## config.mk

```make
export PLATFORM = sky130hd
export DESIGN_NAME = riscv_fetch_unit
export DESIGN_NICKNAME = d
export VERILOG_FILES = /design/src/rtl/riscv_pkg.sv /design/src/rtl/riscv_fetch_fifo.sv /design/src/rtl/riscv_fetch_unit.sv
export SDC_FILE = /design/constraint.sdc
export NUM_CORES = 1
export LEC_CHECK = 0
export CORE_ASPECT_RATIO = 1.5
export CORE_UTILIZATION = 56
export CTS_CLUSTER_SIZE = 24
export DETAILED_ROUTE_END_ITERATION = 8
export PLACE_DENSITY_LB_ADDON = 0.2
export SYNTH_ARGS = -nofsm -noshare
export SYNTH_HDL_FRONTEND = slang
export SYNTH_SLANG_ARGS = --single-unit
```

## constraint.sdc

```tcl
create_clock -name clk -period 10.8 [get_ports clk]
set_input_delay 2.16 -clock clk [delete_from_list [all_inputs] [get_ports clk]]
set_output_delay 2.16 -clock clk [all_outputs]
set_load 0.1 [all_outputs]
```

## src/rtl/riscv_pkg.sv

```systemverilog
// Shared core constants.
//   XLEN_DEFAULT : default address/PC width
//   ILEN         : instruction word width
//   NOP          : canonical NOP encoding (addi x0, x0, 0)
//   PC_INC       : PC step between sequential instructions
package riscv_pkg;

    localparam int unsigned XLEN_DEFAULT = 32;
    localparam int unsigned ILEN         = 32;
    localparam logic [ILEN-1:0] NOP      = 32'h0000_0013;
    localparam int unsigned PC_INC       = 4;

endpackage

```

## src/rtl/riscv_fetch_fifo.sv

```systemverilog
// Synchronous FIFO for the fetch unit's prefetch buffer.
//   clk, resetn : clock, asynchronous active-low reset
//   clear_i     : synchronous flush; wins over push_i and pop_i
//   push_i      : write data_i (ignored when full)
//   pop_i       : drop head entry (ignored when empty)
//   data_o      : head entry; content is undefined while empty
//   count_o     : number of stored entries
//   empty_o     : no entries
//   full_o      : DEPTH entries
// DEPTH must be a power of two so the pointers wrap naturally.
module riscv_fetch_fifo #(
    parameter int unsigned WIDTH = 64,
    parameter int unsigned DEPTH = 2
) (
    input  logic                         clk,
    input  logic                         resetn,
    input  logic                         clear_i,
    input  logic                         push_i,
    input  logic [WIDTH-1:0]             data_i,
    input  logic                         pop_i,
    output logic [WIDTH-1:0]             data_o,
    output logic [$clog2(DEPTH+1)-1:0]   count_o,
    output logic                         empty_o,
    output logic                         full_o
);

    localparam int unsigned PTR_W = $clog2(DEPTH);
    localparam int unsigned CNT_W = $clog2(DEPTH + 1);

    logic [WIDTH-1:0] mem_q [DEPTH];
    logic [PTR_W-1:0] wr_ptr_q, rd_ptr_q;
    logic [CNT_W-1:0] count_q;
    logic             do_push, do_pop;

    assign empty_o = (count_q == '0);
    assign full_o  = (count_q == CNT_W'(DEPTH));
    assign count_o = count_q;
    assign data_o  = mem_q[rd_ptr_q];

    assign do_push = push_i && !full_o;
    assign do_pop  = pop_i && !empty_o;

    always_ff @(posedge clk or negedge resetn) begin
        if (!resetn) begin
            wr_ptr_q <= '0;
            rd_ptr_q <= '0;
            count_q  <= '0;
        end else if (clear_i) begin
            wr_ptr_q <= '0;
            rd_ptr_q <= '0;
            count_q  <= '0;
        end else begin
            if (do_push) wr_ptr_q <= wr_ptr_q + PTR_W'(1);
            if (do_pop)  rd_ptr_q <= rd_ptr_q + PTR_W'(1);
            count_q <= count_q + CNT_W'(do_push) - CNT_W'(do_pop);
        end
    end

    // Storage needs no reset: it is only observed through a valid count.
    always_ff @(posedge clk) begin
        if (do_push && !clear_i) mem_q[wr_ptr_q] <= data_i;
    end

endmodule

```

## src/rtl/riscv_fetch_unit.sv

```systemverilog
// Decoupled instruction-fetch front end.
//   clk, resetn        : clock, asynchronous active-low reset
//   imem_req_*_o/_i    : valid/ready fetch request, word-aligned address
//   imem_rsp_*_i       : in-order response beats, no backpressure
//   redirect_*_i       : taken branch/jump from EX; flushes and restarts fetch
//   out_*_o / out_ready_i : instruction stream to decode
// Holds the PCs, outstanding/drop counters and handshake control; instructions
// are buffered in riscv_fetch_fifo.
module riscv_fetch_unit
    import riscv_pkg::*;
#(
    parameter int unsigned     XLEN       = XLEN_DEFAULT,
    parameter logic [XLEN-1:0] RESET_PC   = '0,
    parameter int unsigned     FIFO_DEPTH = 2
) (
    input  logic            clk,
    input  logic            resetn,
    output logic            imem_req_valid_o,
    input  logic            imem_req_ready_i,
    output logic [XLEN-1:0] imem_req_addr_o,
    input  logic            imem_rsp_valid_i,
    input  logic [ILEN-1:0] imem_rsp_data_i,
    input  logic            redirect_valid_i,
    input  logic [XLEN-1:0] redirect_pc_i,
    output logic            out_valid_o,
    input  logic            out_ready_i,
    output logic [XLEN-1:0] out_pc_o,
    output logic [ILEN-1:0] out_instr_o
);

    localparam int unsigned CNT_W = $clog2(FIFO_DEPTH + 1);
    localparam int unsigned ENT_W = XLEN + ILEN;

    logic [XLEN-1:0]  fetch_pc_q, fetch_pc_d;
    logic [XLEN-1:0]  rsp_pc_q, rsp_pc_d;
    logic [CNT_W-1:0] outst_q, outst_d;
    logic [CNT_W-1:0] drop_q, drop_d;

    logic             fifo_clear, fifo_push, fifo_pop;
    logic [ENT_W-1:0] fifo_rdata;
    logic [CNT_W-1:0] fifo_count;
    logic             fifo_empty, fifo_full;

    logic             req_fire, rsp_ok;
    logic [CNT_W:0]   in_use;
    logic [XLEN-1:0]  redirect_aligned;

    assign redirect_aligned = {redirect_pc_i[XLEN-1:2], 2'b00};

    // A response with nothing outstanding is a protocol error (or a stale beat
    // from before reset) and is ignored entirely.
    assign rsp_ok = imem_rsp_valid_i && (outst_q != '0);

    assign out_valid_o = !fifo_empty && !redirect_valid_i;
    assign fifo_pop    = out_valid_o && out_ready_i;
    assign out_pc_o    = fifo_empty ? '0  : fifo_rdata[ENT_W-1 -: XLEN];
    assign out_instr_o = fifo_empty ? NOP : fifo_rdata[ILEN-1:0];

    // Credit: every buffered or in-flight instruction owns a FIFO slot, so a
    // push can never overflow. A slot being popped this cycle is already free,
    // which keeps a zero-wait memory at one instruction per cycle.
    assign in_use = {1'b0, fifo_count} + {1'b0, outst_q} - {{CNT_W{1'b0}}, fifo_pop};

    // Gating with resetn keeps the request low while reset is held.
    assign imem_req_valid_o = resetn && !redirect_valid_i &&
                              (in_use < (CNT_W + 1)'(FIFO_DEPTH));
    assign imem_req_addr_o  = fetch_pc_q;
    assign req_fire         = imem_req_valid_o && imem_req_ready_i;

    always_comb begin
        fetch_pc_d = fetch_pc_q;
        rsp_pc_d   = rsp_pc_q;
        drop_d     = drop_q;
        fifo_clear = 1'b0;
        fifo_push  = 1'b0;
        outst_d    = outst_q + CNT_W'(req_fire) - CNT_W'(rsp_ok);

        if (redirect_valid_i) begin
            // Everything still in flight belongs to the old path; a beat
            // arriving now is dropped here, so it is not counted again.
            fifo_clear = 1'b1;
            fetch_pc_d = redirect_aligned;
            rsp_pc_d   = redirect_aligned;
            drop_d     = outst_q - CNT_W'(rsp_ok);
        end else begin
            if (req_fire) fetch_pc_d = fetch_pc_q + XLEN'(PC_INC);
            if (rsp_ok) begin
                if (drop_q != '0) begin
                    drop_d = drop_q - CNT_W'(1);
                end else begin
                    fifo_push = !fifo_full;
                    rsp_pc_d  = rsp_pc_q + XLEN'(PC_INC);
                end
            end
        end
    end

    always_ff @(posedge clk or negedge resetn) begin
        if (!resetn) begin
            fetch_pc_q <= RESET_PC;
            rsp_pc_q   <= RESET_PC;
            outst_q    <= '0;
            drop_q     <= '0;
        end else begin
            fetch_pc_q <= fetch_pc_d;
            rsp_pc_q   <= rsp_pc_d;
            outst_q    <= outst_d;
            drop_q     <= drop_d;
        end
    end

    riscv_fetch_fifo #(
        .WIDTH (ENT_W),
        .DEPTH (FIFO_DEPTH)
    ) u_fifo (
        .clk     (clk),
        .resetn  (resetn),
        .clear_i (fifo_clear),
        .push_i  (fifo_push),
        .data_i  ({rsp_pc_q, imem_rsp_data_i}),
        .pop_i   (fifo_pop),
        .data_o  (fifo_rdata),
        .count_o (fifo_count),
        .empty_o (fifo_empty),
        .full_o  (fifo_full)
    );

endmodule

```

# --- Word level (Yosys, flattened, before mapping) ---
# Memories as Yosys holds them, arrays and structs flattened.
# Cells that the tools add are included.
# W data, S select, Z words.
totals:
  word_cells: 67
  ramBits: 128
  reg_bits: 72
  out_inout_bits: 98
  memories: 1
classes:
  n_reduce_logical: 23
  magnitude_cmp: 1
  n_eq_ne: 2
  addsub: 12
  muxes: 21
mem_list:
  columns: ["memory", "words", "word_bits", "rd", "rd_clocked_by_memory_dff", "write_ports", "line_no", "text"]
  rows:
  - ["u_fifo.mem_q", 2, 64, 1, 0, 1, "riscv_fetch_fifo.sv:30", "logic [WIDTH-1:0] mem_q [DEPTH];"]
op_table:
  columns: ["cell", "n"]
  rows:
  - ["$mux W32", 7]
  - ["$add A32 B3 Y32 const B", 2]
  - ["$reduce_bool A2 Y1", 7]
  - ["$mux W1", 10]
  - ["$logic_and A1 B1 Y1", 9]
  - ["$mux W2", 4]
  - ["$sub A2 B1 Y2", 3]
  - ["$add A2 B1 Y2", 2]
  - ["$logic_not A1 Y1", 4]
  - ["$reduce_and A2 Y1", 2]
  - ["$add A2 B2 Y3", 1]
  - ["$lt A3 B2 Y1 const B", 1]
  - ["$sub A3 B1 Y3", 1]
  - ["$add A1 B1 Y1 const B", 2]
  - ["$eq A2 B2 Y1 const B", 1]
  - ["$logic_not A2 Y1", 1]
  - ["$ne A2 B2 Y1 const B", 1]
  - ["$sub A2 B1 Y2 const B", 1]

# --- Logic depth before layout (Yosys ltp) ---
depth:
  word_depth: 10
  depth_mapped: 16

# --- Cells and area by module ---
# Synthesis repeated with hierarchy kept, for this count alone.
hier_totals:
  cells_unflattened: 710
  hier_area_um2: 9248.9
modules_own_cells:
  columns: ["module", "cells_per_inst", "area_per_inst_um2", "instances", "seq_area_each_um2"]
  rows:
  - ["riscv_fetch_fifo", 222, 5074.9, 1, 3943.8]
  - ["riscv_fetch_unit", 488, 4174.0, 1, 1601.5]

# --- Worst setup path after synthesis ---
# No wires, ideal clock.
synth_path:
  kind: "input -> output"
  startpoint: "in redirect_valid_i"
  endpoint: "out imem_req_valid_o"
  t_arrival_ns: 7.189
  required_ns: 8.640
  stages: 9
  n_path_buf: 2
  slack_ns: 1.451
  path_cell_list: "clkbuf_1 clkbuf_1 nor2_1 and2_1 ha_1 nand2b_1 fa_1 xnor2_1 nor3_1"
synth_between:
  elab_chain_len: 6
  elab_cells_between_ends: 7
synth_lines:
  columns: ["element", "line_no", "text"]
  rows:
  - ["start, declared", "riscv_fetch_unit.sv:23", "input logic redirect_valid_i,"]
  - ["$logic_not A1 Y1", "riscv_fetch_unit.sv:54", "assign out_valid_o = !fifo_empty && !redirect_valid_i;"]
  - ["$logic_and A1 B1 Y1", "riscv_fetch_unit.sv:54", null]
  - ["via out_valid_o", "riscv_fetch_unit.sv:25", "output logic out_valid_o,"]
  - ["$logic_and A1 B1 Y1", "riscv_fetch_unit.sv:55", "assign fifo_pop = out_valid_o && out_ready_i;"]
  - ["$sub A3 B1 Y3", "riscv_fetch_unit.sv:62", "assign in_use = {1'b0, fifo_count} + {1'b0, outst_q} - {{CNT_W{1'b0}}, fifo_pop};"]
  - ["$lt A3 B2 Y1", "riscv_fetch_unit.sv:66", "(in_use < (CNT_W + 1)'(FIFO_DEPTH));"]
  - ["$logic_and A1 B1 Y1", "riscv_fetch_unit.sv:65", "assign imem_req_valid_o = resetn && !redirect_valid_i &&"]
  - ["end, declared", "riscv_fetch_unit.sv:18", "output logic imem_req_valid_o,"]
# The timed path passes the listed nets, and every way through them passes these cells.

# --- Worst setup path in the final report ---
layout_path:
  startpoint: "in redirect_valid_i"
  endpoint: "out imem_req_valid_o"
layout_between:
  elab_chain_len: 6
  elab_cells_between_ends: 7
layout_lines:
  columns: ["element", "line_no"]
  rows:
  - ["$logic_not A1 Y1 *", "riscv_fetch_unit.sv:54, riscv_fetch_unit.sv:65"]
  - ["$logic_and A1 B1 Y1", "riscv_fetch_unit.sv:54"]
  - ["$logic_and A1 B1 Y1", "riscv_fetch_unit.sv:55"]
  - ["$sub A3 B1 Y3", "riscv_fetch_unit.sv:62"]
  - ["$lt A3 B2 Y1", "riscv_fetch_unit.sv:66"]
  - ["$logic_and A1 B1 Y1 *", "riscv_fetch_unit.sv:65"]
# Mark *: on every way between the ends. The rest lies on a longest branch, timed or not.

==> impl_metrics.py <==
metrics = {
    "timing": {
        "relSlewSlack": 0.2702,
        "setup-violations-final": 0,
        "tightest_slew_ns": 1.095,
        "grt_setup_unrepaired": "false",
        "period_share": 0.7091,
        "tns_ns": 0,
        "hold_violations": 0,
        "finalMaxSlewViolations": 0,
        "skew_ns": 0.01728,
        "period_needed_ns": 7.658,
        "max_freq_mhz": 130.6,
    },
    "routing": {
        "drt_iter0_drc": 310,
        "wl_per_cell_um": 17.84,
        "ant_nets": 0,
        "wl_um": 18890,
        "num_vias": 5942,
        "route.detailed.drc": 0,
        "dr.pass1.iters": 5,
        "via_per_inst": 5.611,
    },
    "clock_network": {
        "postCtsHoldBufs": 0,
        "cts_root_buffer": "clkbuf_16",
        "cts_buffer_depth": 2,
        "clk_pin_slew_worst_paths_ns": 0.06,
        "cts_num_sinks": 192,
        "cts_resized": 0,
        "cts.htree.levels": 4,
        "clk_latency_ns": 0.43,
        "cts_buffers": 17,
        "cts_setup_buffers": 0,
        "cts_tree": "done",
    },
    "setup_path": {
        "cp_max_fo": 57,
        "worstSetupPathType": "primary input to output pin",
        "ff2ff_setup_slack_ns": 7.22,
        "r2r_start": "u_fifo.count_o[0]",
        "reg2reg_depth": 15,
        "arrival_ns": 5.50,
        "r2r_end": "outst_q[1]",
        "end_kind": "output pin",
        "critPathLaunchType": "primary input",
        "cp-endpoint": "imem_req_valid_o",
        "crit_start": "redirect_valid_i",
        "cp.required_ns": 8.64,
    },
    "die": {
        "fp.dieW_um": 103.4,
        "start_util": 0.5736,
        "rows": 55,
        "boundaryPins": 168,
        "core_sq_um": 15070,
        "die_area_sq_um": 15950,
        "fp.dieH_um": 154.2,
    },
    "place": {
        "numPortBuffers": 161,
        "place_area_sq_um": 10400,
        "post-dp-hpwl_um": 12980,
        "place.gp.congestion": 0.9160,
    },
    "yosys": {
        "synth.distinct_cells": 52,
        "synth_flop_cell": "edfxtp_1",
        "ys_warn_count": 0,
        "async_flop_share": 0.3542,
        "synth.avg_cell_area_sq_um": 12.47,
        "syn_inst": 693,
        "synth_seq_cells": 192,
        "synth_top_family_by_area": "simple AND/OR/NAND/NOR gates",
        "synth_compound_area_frac": 0.06036,
        "yosys.area_share.adder": 0.01679,
        "ys_seq_area_frac": 0.6276,
        "synth_edf_count": 124,
        "synthMuxAreaShare": 0.08207,
        "yosys.area_share.simple": 0.1411,
        "synth_xor_xnor_area_share": 0.04559,
        "syn_area_sq_um": 8645,
    },
    "final_layout": {
        "multiInputGateArea_sq_um": 3020,
        "drive_gt1_frac": 0.07209,
        "final_area_sq_um": 10970,
        "area_growth_pct": 26.91,
        "layout.nets": 928,
        "fillers": 1033,
        "diodes": 0,
        "ff_latch_area_sq_um": 5429,
    },
    "pwr": {
        "p_per_area_nw_per_um2": 230.4,
        "pwr-share-clk": 0.235,
        "intPower_mw": 1.424,
        "seq_power_share": 0.374,
        "leakage_nw": 3.801,
        "switching_power_mw": 1.104,
        "sw_frac_of_total": 0.4366,
        "pwr-share-comb": 0.392,
        "ir_drop_mv": 0.1316,
    },
    "global_routing": {
        "gr-usage-all-layers": 0.2442,
        "grt_pass1_vias": 5886,
        "globalRouteOverflowTotal": 0,
        "antenna_found_initial": 0,
        "grt_max_degree": 64,
        "grt_pass1_wl_um": 29060,
    },
    "run": {
        "drv_cap": 0,
    },
    "status": {
        "status": "completed",
    },
    "worst_hold_path": {
        "holdCritPathClass": "register to register",
    },
}
==> layer usage <==
layer / track usage / wire, um / vias up
met2: 0.4216 / 9693 / 190
met3: 0.04790 / 1048 / 39
met1: 0.2868 / 7571 / 2871
met5: 0 / 0 / -
li1: - / - / 2842
met4: 0.1160 / 580 / 0
==> layout by cell type, fill, tap and decap left out, types with 9 or more instances in the layout <==
| master | count |
|---|---|
| clkdlybuf4s50_1 | 159 |
| edfxtp_1 | 124 |
| nor2_1 | 80 |
| dfrtp_1 | 67 |
| mux2i_1 | 63 |
| nand2_1 | 60 |
| o21ai_0 | 36 |
| xnor2_1 | 29 |
| nand3_1 | 25 |
| nand4_1 | 18 |
| clkbuf_16 | 17 |
| xor2_1 | 16 |
| o211ai_1 | 14 |
| inv_1 | 13 |
| nor4_1 | 10 |
| ha_1 | 10 |
| and3_1 | 9 |
==> how the worst min path moves through the flow <==
stage / from / to / slack, ns / depth (start not counted)
after floorplan: rsp_pc_q[31] / u_fifo.mem_q[0][63] / 0.46 / 0
after global placement: rsp_pc_q[31] / u_fifo.mem_q[0][63] / 0.48 / 0
after detailed placement: rsp_pc_q[31] / u_fifo.mem_q[1][63] / 0.48 / 0
after CTS: rsp_pc_q[31] / u_fifo.mem_q[1][63] / 0.49 / 0
after global routing: rsp_pc_q[31] / u_fifo.mem_q[1][63] / 0.50 / 0
final: rsp_pc_q[31] / u_fifo.mem_q[1][63] / 0.49 / 0
==> power groups by stage <==
stage	clock network (mW)	registers [mW]	logic [mW]
2_1_floorplan	0	1.02	0.687
3_3_place_gp	0	0.954	0.975
3_5_place_dp	0	0.959	0.989
4_1_cts	0.603	0.944	0.995
5_1_grt	0.634	0.954	1.04
6_report	0.593	0.945	0.990
==> kinds of logic after synthesis <==
logic type / count (synthesis)
buffers and inverters: 50
flip-flops: 192
AO/OA/AOI/OAI: 81
AND/OR/NAND/NOR: 243
adder cells (fa/ha/maj): 11
XOR/XNOR: 45
other: 1
multiplexers: 70
==> synth_stat cells, drive strengths merged (15+ instances only) <==
cell type	instances	area (sq um)
xnor2	29	254.0
nand3	28	170.2
clkbuf	23	106.4
inv	15	56.31
mux2i	63	630.6
xor2	16	140.1
edfxtp	124	3724
o211ai	15	117.6
nor2	81	304.0
o21ai	36	180.2
nand4	18	112.6
nand2	60	225.2
dfrtp	68	1702
==> critical path: stages <==
cell and delay, ns:
buf_2 0.07, buf_4 0.46, nor2_1 0.16, and2_1 0.19, ha_1 0.25, nand2b_1 0.16, fa_1 0.49, nand2_1 0.11
nor3_1 0.24, clkdlybuf4s50_1 1.18
==> sequential cells by signal, indices dropped and copies added, names as in the netlist <==
name,flops
u_fifo.count_o,2
outst_q,2
u_fifo.mem_q,124
drop_q,2
u_fifo.rd_ptr_q,1
rsp_pc_q,30
u_fifo.wr_ptr_q,1
imem_req_addr_o,30
==> final cells by class <==
class	count	area share
Sequential cell	192	0.4949
Clock inverter	14	0.01277
Timing Repair Buffer	167	0.1501
Multi-Input combinational cell	454	0.2753
Tap cell	199	0.02270
Inverter	15	0.005132
Clock buffer	18	0.03912
==> through the flow <==
| step | total power, mW | std cells | hold WS [ns] | util | setup WS (ns) |
|---|---|---|---|---|---|
| after global routing | 2.625 | 1059 | 0.5014 | 0.7279 | 3.019 |
| after global placement | 1.928 | 1027 | 0.4780 | 0.6902 | 3.194 |
| after floorplan | 1.708 | 696 | 0.4628 | - | 1.451 |
| after CTS | 2.542 | 1059 | 0.4902 | 0.7279 | 3.130 |
| after detailed placement | 1.948 | 1027 | 0.4798 | 0.6902 | 3.155 |
| final | 2.528 | 1059 | 0.4909 | 0.7279 | 3.142 |
Note: power is estimated with default switching activity, not from simulation.
